$ cat src/rtl/panda_register_file_mp.sv
`default_nettype none
// +--------------------------------------------------------------------------+
// | Module     : panda_register_file_mp                                      |
// | Description: Multi-ported integer register file with busy-bit scoreboard.|
// |              Optional same-cycle write forwarding: PANDA_RF_BYPASS_EN.   |
// | Revision   : 1.0                                                          |
// +--------------------------------------------------------------------------+
module panda_register_file_mp #(
  parameter int Width    = 32,
  parameter int Depth    = 32,
  parameter int NumRead  = 2,
  parameter int NumWrite = 2,
  parameter int ZeroReg  = 1,
  localparam int AW      = $clog2(Depth)
) (
  input  logic                      clk_i,
  input  logic                      rst_i,
  input  logic [NumRead*AW-1:0]     rs_addr_i,
  output logic [NumRead*Width-1:0]  rs_data_o,
  output logic [NumRead-1:0]        rs_busy_o,
  input  logic [NumWrite*AW-1:0]    rd_addr_i,
  input  logic [NumWrite*Width-1:0] rd_data_i,
  input  logic [NumWrite-1:0]       rd_we_i,
  input  logic [AW-1:0]             alloc_addr_i,
  input  logic                      alloc_valid_i,
  output logic                      alloc_ready_o,
  input  logic                      flush_i
);

  logic [Width-1:0] regs_q [Depth];
  logic [Width-1:0] regs_d [Depth];
  logic [Depth-1:0] busy_q;
  logic [Depth-1:0] busy_d;

  function automatic logic is_zero_reg(input logic [AW-1:0] addr);
    return (ZeroReg != 0) && (addr == '0);
  endfunction

  assign alloc_ready_o = alloc_valid_i & ~busy_q[alloc_addr_i] & ~flush_i & ~rst_i;

  // Ascending port order lets the highest-index write win on address collisions.
  always_comb begin
    regs_d = regs_q;
    busy_d = busy_q;
    for (int k = 0; k < NumWrite; k++) begin
      if (rd_we_i[k] && !is_zero_reg(rd_addr_i[k*AW +: AW])) begin
        regs_d[rd_addr_i[k*AW +: AW]] = rd_data_i[k*Width +: Width];
        busy_d[rd_addr_i[k*AW +: AW]] = 1'b0;
      end
    end
    if (alloc_ready_o && !is_zero_reg(alloc_addr_i)) begin
      busy_d[alloc_addr_i] = 1'b1;
    end
    if (flush_i) begin
      busy_d = '0;
    end
  end

  always_ff @(posedge clk_i) begin
    if (rst_i) begin
      for (int i = 0; i < Depth; i++) begin
        regs_q[i] <= '0;
      end
      busy_q <= '0;
    end else begin
      regs_q <= regs_d;
      busy_q <= busy_d;
    end
  end

  for (genvar p = 0; p < NumRead; p++) begin : g_read
    logic [AW-1:0]    rd_addr;
    logic [Width-1:0] rd_val;
    logic             rd_busy;

    assign rd_addr = rs_addr_i[p*AW +: AW];

    always_comb begin
      rd_val  = regs_q[rd_addr];
      rd_busy = busy_q[rd_addr];
      if (is_zero_reg(rd_addr)) begin
        rd_val  = '0;
        rd_busy = 1'b0;
      end
`ifdef PANDA_RF_BYPASS_EN
      for (int k = 0; k < NumWrite; k++) begin
        if (rd_we_i[k] && (rd_addr_i[k*AW +: AW] == rd_addr) && !is_zero_reg(rd_addr)) begin
          rd_val  = rd_data_i[k*Width +: Width];
          rd_busy = 1'b0;
        end
      end
`else
`endif
    end

    assign rs_data_o[p*Width +: Width] = rd_val;
    assign rs_busy_o[p]                = rd_busy;
  end

endmodule
`default_nettype wire

$ cat config.mk
export PLATFORM = sky130hd
export DESIGN_NAME = panda_register_file_mp
export DESIGN_NICKNAME = d
export VERILOG_FILES = /design/src/rtl/panda_register_file_mp.sv
export SDC_FILE = /design/constraint.sdc
export NUM_CORES = 2
export LEC_CHECK = 0
export BUFFER_PORTS_ARGS = -buffer_cell sky130_fd_sc_hd__buf_2
export CORE_ASPECT_RATIO = 1.25
export CORE_UTILIZATION = 40
export CTS_BUF_LIST = sky130_fd_sc_hd__clkbuf_4
export CTS_CLUSTER_DIAMETER = 60
export DETAILED_ROUTE_END_ITERATION = 12
export PLACE_DENSITY = 0.63
export SLEW_MARGIN = 20
export SYNTH_ARGS = -nofsm -noshare
export SYNTH_HDL_FRONTEND = slang
export SYNTH_SLANG_ARGS = --single-unit
$ cat constraint.sdc
create_clock -name clk_i -period 1.95 [get_ports clk_i]
set_input_delay 0.195 -clock clk_i [delete_from_list [all_inputs] [get_ports clk_i]]
set_output_delay 0.195 -clock clk_i [all_outputs]
set_load 0.005 [all_outputs]
# After elaboration in Yosys (flattened, before gate mapping)

Cells that the tools add are included.

Equality and inequality tests: 0
Multiply operators: 0
Divide/modulo/power cells: 0
Mux-type cells: 33
Reduce and logical (&&, ||, !) cells: 17
Shift-type cells: 0
Add/subtract/negate cells: 0
Bitwise logic cells: 15
Order comparisons: 14

Operators by type and width:

| kind                                                               | number |
|---|---|
| bitwise mux 1024 bit                                               | 2 |
| 2-to-1 mux 1024 bit                                                | 2 |
| 2-to-1 mux 32 bit                                                  | 11 |
| binary-select mux 32 bit (select 5 bit)                            | 2 |
| demux 32 bit (select 5 bit)                                        | 2 |
| bitwise AND 32 bit                                                 | 2 |
| inverter 32 bit                                                    | 2 |
| bitwise OR 32 bit                                                  | 1 |
| less-than comparator 5 x 6 -> 1 bit (second input constant)        | 5 |
| logical NOT 5 bit                                                  | 5 |
| greater-or-equal comparator 6 bit (second input constant)          | 4 |
| inverter 5 -> 6 bit                                                | 4 |
| binary-select mux 1 bit (select 5 bit)                             | 3 |
| demux 1 bit (select 5 bit)                                         | 3 |
| greater-or-equal comparator 5 x 1 -> 1 bit (second input constant) | 3 |
| less-than comparator 6 x 1 -> 1 bit (second input constant)        | 2 |
| logical AND 1 bit                                                  | 8 |
| 2-to-1 mux 1 bit                                                   | 8 |
| bitwise AND 1 bit                                                  | 3 |
| logical NOT 1 bit                                                  | 3 |
| inverter 1 bit                                                     | 3 |
| OR reduction 2 bit                                                 | 1 |

Bits of input ports: 95
Bits in latches: 0
Bits in writable memories: 0
Bits in read-only memories: 0
Bits in registers: 1056
Output and inout port bits: 67
Memories kept: 0
Logic and storage cells: 112

# Logic depth before layout (Yosys ltp)

Depth after elaboration: 11
Mapped depth: 10
Mapped depth without buffers: 4

# Worst setup path before layout

No wires, ideal clock.

Kind: in2out
Start: input rs_addr_i[6]
End: output rs_busy_o[1]
Arrival: 1.765 ns
Data required time: 1.755 ns
Path buffers: 3
Stages on the path: 7
Slack: -0.010 ns
Cell sequence: buf_6 > buf_8 > mux4_1 > mux2_2 > a221oi_1 > nor4_1 > buf_4

Word-level cells in the longest chain between the ends: 3
Elaborated cells on any way between the ends: 4

Ends and longest elaborated chain:

| element                                | line | RTL |
|---|---|---|
| from (decl)                            | 18   | `input logic [NumRead*AW-1:0] rs_addr_i,` |
| binary-select mux 1 bit (select 5 bit) | 80   | `rd_busy = busy_q[rd_addr];` |
| 2-to-1 mux 1 bit (implied by the code) | 80   |  |
| 2-to-1 mux 1 bit (*)                   | 81   | `if (is_zero_reg(rd_addr)) begin` |
| to (decl)                              | 20   | `output logic [NumRead-1:0] rs_busy_o,` |

Mark *: on every way between the ends. The rest lies on a longest branch, timed or not. The select of a mux whose other input is x is not followed.

# Final worst setup path

Start: register regs_q[51] in the netlist's numbering
End: output rs_data_o[51]

Word-level cells in the longest chain between the ends: 4

Ends and longest elaborated chain:

| element                                              | line | RTL |
|---|---|---|
| from (decl)                                          | 30   | `logic [Width-1:0] regs_q [Depth];` |
| from (signal assigned)                               | 66   | `regs_q <= regs_d;` |
| binary-select mux 32 bit (select 5 bit)              | 79   | `rd_val = regs_q[rd_addr];` |
| 2-to-1 mux 32 bit (implied by the code) (2 in a row) | 79   |  |
| 2-to-1 mux 32 bit                                    | 81   |  |
| to (decl)                                            | 19   | `output logic [NumRead*Width-1:0] rs_data_o,` |

Every way passes these cells. The select of a mux whose other input is x is not followed.

==> impl_metrics.env <==
export IMPL_peakVddDrop_v=0.0007119
export IMPL_post_route_period_util_pct=181.7
export IMPL_syn_nets=7486
export IMPL_drc=0
export IMPL_ys_ff_latch=1056
export IMPL_clock_latency_ns=1.37
export IMPL_relSlewSlack_pct=15.46
export IMPL_worstPathArrival_ns=3.35
export IMPL_worst_setup_path_type="reg -> out"
export IMPL_syn_inst=7391
export IMPL_cts_tree="yes"
export IMPL_netlist_area_leader_share_pct=32.84
export IMPL_synth_top_area_cell="dfxtp_1"
export IMPL_max_clock_path_buffers=4
export IMPL_fmax_mhz=282.2
export IMPL_grt_pass1_vias=69526
export IMPL_max_cap_violations=0
export IMPL_p_leak_nw=29.26
export IMPL_synthTopCellsByArea="dfxtp_1, mux4_2, a311oi_1, nor2_1, mux2i_1"
export IMPL_hold_violations=24
export IMPL_via_per_inst=7.208
export IMPL_n_fill_cell=14344
export IMPL_wl_per_cell_um=33.21
export IMPL_finish_net_count=7908
export IMPL_areaGrowthSynthToFinish_pct=26.14
export IMPL_finalMaxSlewViolations=0
export IMPL_numCtsBuffers=296
export IMPL_final_antenna_net_count=0
export IMPL_drt_iter0_drc=12149
export IMPL_die_w_um=360.8
export IMPL_clock_sinks=1056
export IMPL_synth_warnings=0
export IMPL_start_kind="flip-flop"
export IMPL_port_buffers=161
export IMPL_drive_gt1_share_pct=28.39
export IMPL_synth_edf_count=0
export IMPL_cts_root_buf="clkbuf_4"
export IMPL_worstMarginPinSlew_ns=1.264
export IMPL_dp_hpwl_um=202700
export IMPL_die_area_um2=162600
export IMPL_vias=72703
export IMPL_final_cell_mix="nor2_1, dfxtp_1, nand2_1, a311oi_1, nand3_1"
export IMPL_die_h_um=450.5
export IMPL_coreArea_um2=159800
export IMPL_final_common_cell="nor2_1"
export IMPL_wirelength_um=335000
export IMPL_worstHoldPathType="in -> reg"
export IMPL_final_util_pct=50.80
export IMPL_setup_ws_ns=-1.593
export IMPL_ios=162
export IMPL_synth_area_um2=64380
export IMPL_grt_pass1_wl_um=477300
export IMPL_grt_max_degree=178
export IMPL_h_tree_depth=5
export IMPL_track_usage_pct=39.59
export IMPL_violations="hold timing, setup timing"
export IMPL_path_max_fanout=3
export IMPL_ys_async_sr_fraction_pct=0
export IMPL_required_ns=1.75
export IMPL_seq_area_frac_synth_pct=32.84
export IMPL_rsz0062_at_grt="true"
export IMPL_path_clk_slew_ns=0.07
export IMPL_ys_flop_type="dfxtp_1"
export IMPL_overflow=0
export IMPL_first_pass_iters=8
export IMPL_avgSynthCellArea_um2=8.710
export IMPL_antenna_found_initial=31
export IMPL_start_util_pct=40.27
export IMPL_gp_congestion=1.002
export IMPL_power_density_nw_per_um2=637.0
export IMPL_fin_crit_ns=3.543
export IMPL_status="complete, but fails checks"
export IMPL_clock_skew_ns=0.01769
export IMPL_row_count=164
export IMPL_yosysUniqueCellTypes=66
export IMPL_end_kind="primary output"
export IMPL_setup_violations_final=73
export IMPL_holdWs_ns=-0.2767
-- Yosys cell counts, types with 109 or more instances --
cell	instances
dfxtp_1	1056
nor2_1	1009
nand2_1	943
a311oi_1	890
clkbuf_1	735
nand3_1	496
mux4_2	397
o21ai_0	397
mux2i_1	358
a211oi_1	201
buf_2	173
nor2b_1	109
-- worst max-delay path, cell delays in order, from the launching register on --
cell,delay [ns]
dfxtp_2,0.33
mux4_2,0.46
mux2_4,0.32
a221oi_4,0.47
buf_4,0.20
nor4_4,0.06
buf_2,0.16
-- final timing paths --
| kind | cells past startpoint | slack [ns] | start | to |
|---|---|---|---|---|
| hold / removal | 5 | -0.28 | alloc_addr_i[1] | busy_q[21] |
| hold reg to reg | 1 | 0.47 | regs_q[1021] | regs_q[1021] |
| setup / recovery | 6 | -1.59 | regs_q[51] | rs_data_o[51] |
| setup reg to reg | 7 | 0.03 | busy_q[7] | busy_q[28] |
-- final cells by class --
cell class	count	area, um^2	area share (%)
antenna	26	65.06	0.08013
clock buffer	419	3146	3.874
clock inverter	52	250.2	0.3082
inverter	3	13.76	0.01695
multi-input combinational	5288	40990	50.49
sequential	1056	21300	26.23
tap	2075	2596	3.197
timing repair buffer	1168	12840	15.81
-- stage by stage --
stage          setup slack [ns]  setup TNS (ns)  instances  power, mW  instance area, um^2
4_1_cts                  -1.457         -144.37      10062      51.02                80750
6_report                 -1.593          -86.93      10087      51.73                81200
3_3_place_gp             -1.258          -36.39       9346      30.14                72690
2_1_floorplan          0.006140               0       7391      26.57                64380
5_1_grt                  -1.580          -89.21      10076      52.70                81170
3_5_place_dp             -1.086          -37.30       9347      30.23                72710
-- registers in the layout, indices dropped and copies added, names as in the netlist --
signal,count
regs_q,1024
busy_q,32
-- where the power goes --
group          switching [mW]  internal [mW]  total [mW]
sequential              0.317           22.0        22.3
clock                    10.5           10.0        20.5
combinational            5.60           3.32        8.92
total                    16.4           35.3        51.7
-- routing by layer --
metal  vias up  track usage [%]  part of all wire, %
li1      28893                -                    -
met4        22            33.90                   10
met5         -                0                0.045
met1     34918            46.57                   34
met2      6890            56.77                   41
met3      1980            14.60                   15
-- cell families after synthesis --
group / after synthesis / synth area share (%)
AO/OA/AOI/OAI: 1776 / 20.98
buffers and inverters: 1047 / 7.434
flip-flops: 1056 / 32.84
multiplexers: 837 / 21.05
AND/OR/NAND/NOR: 2675 / 17.69
-- repair_timing --
action | in CTS | in global routing
hold endpoints to repair | 1056 | 728
gates cloned | 0 | 3
pin swaps | 112 | 50
hold buffers | 238 | 8
endpoints found under the setup margin | 67 | 296
resized for setup | 465 | 109
setup buffers | 39 | 12
Power figures use the tool's default switching activity.
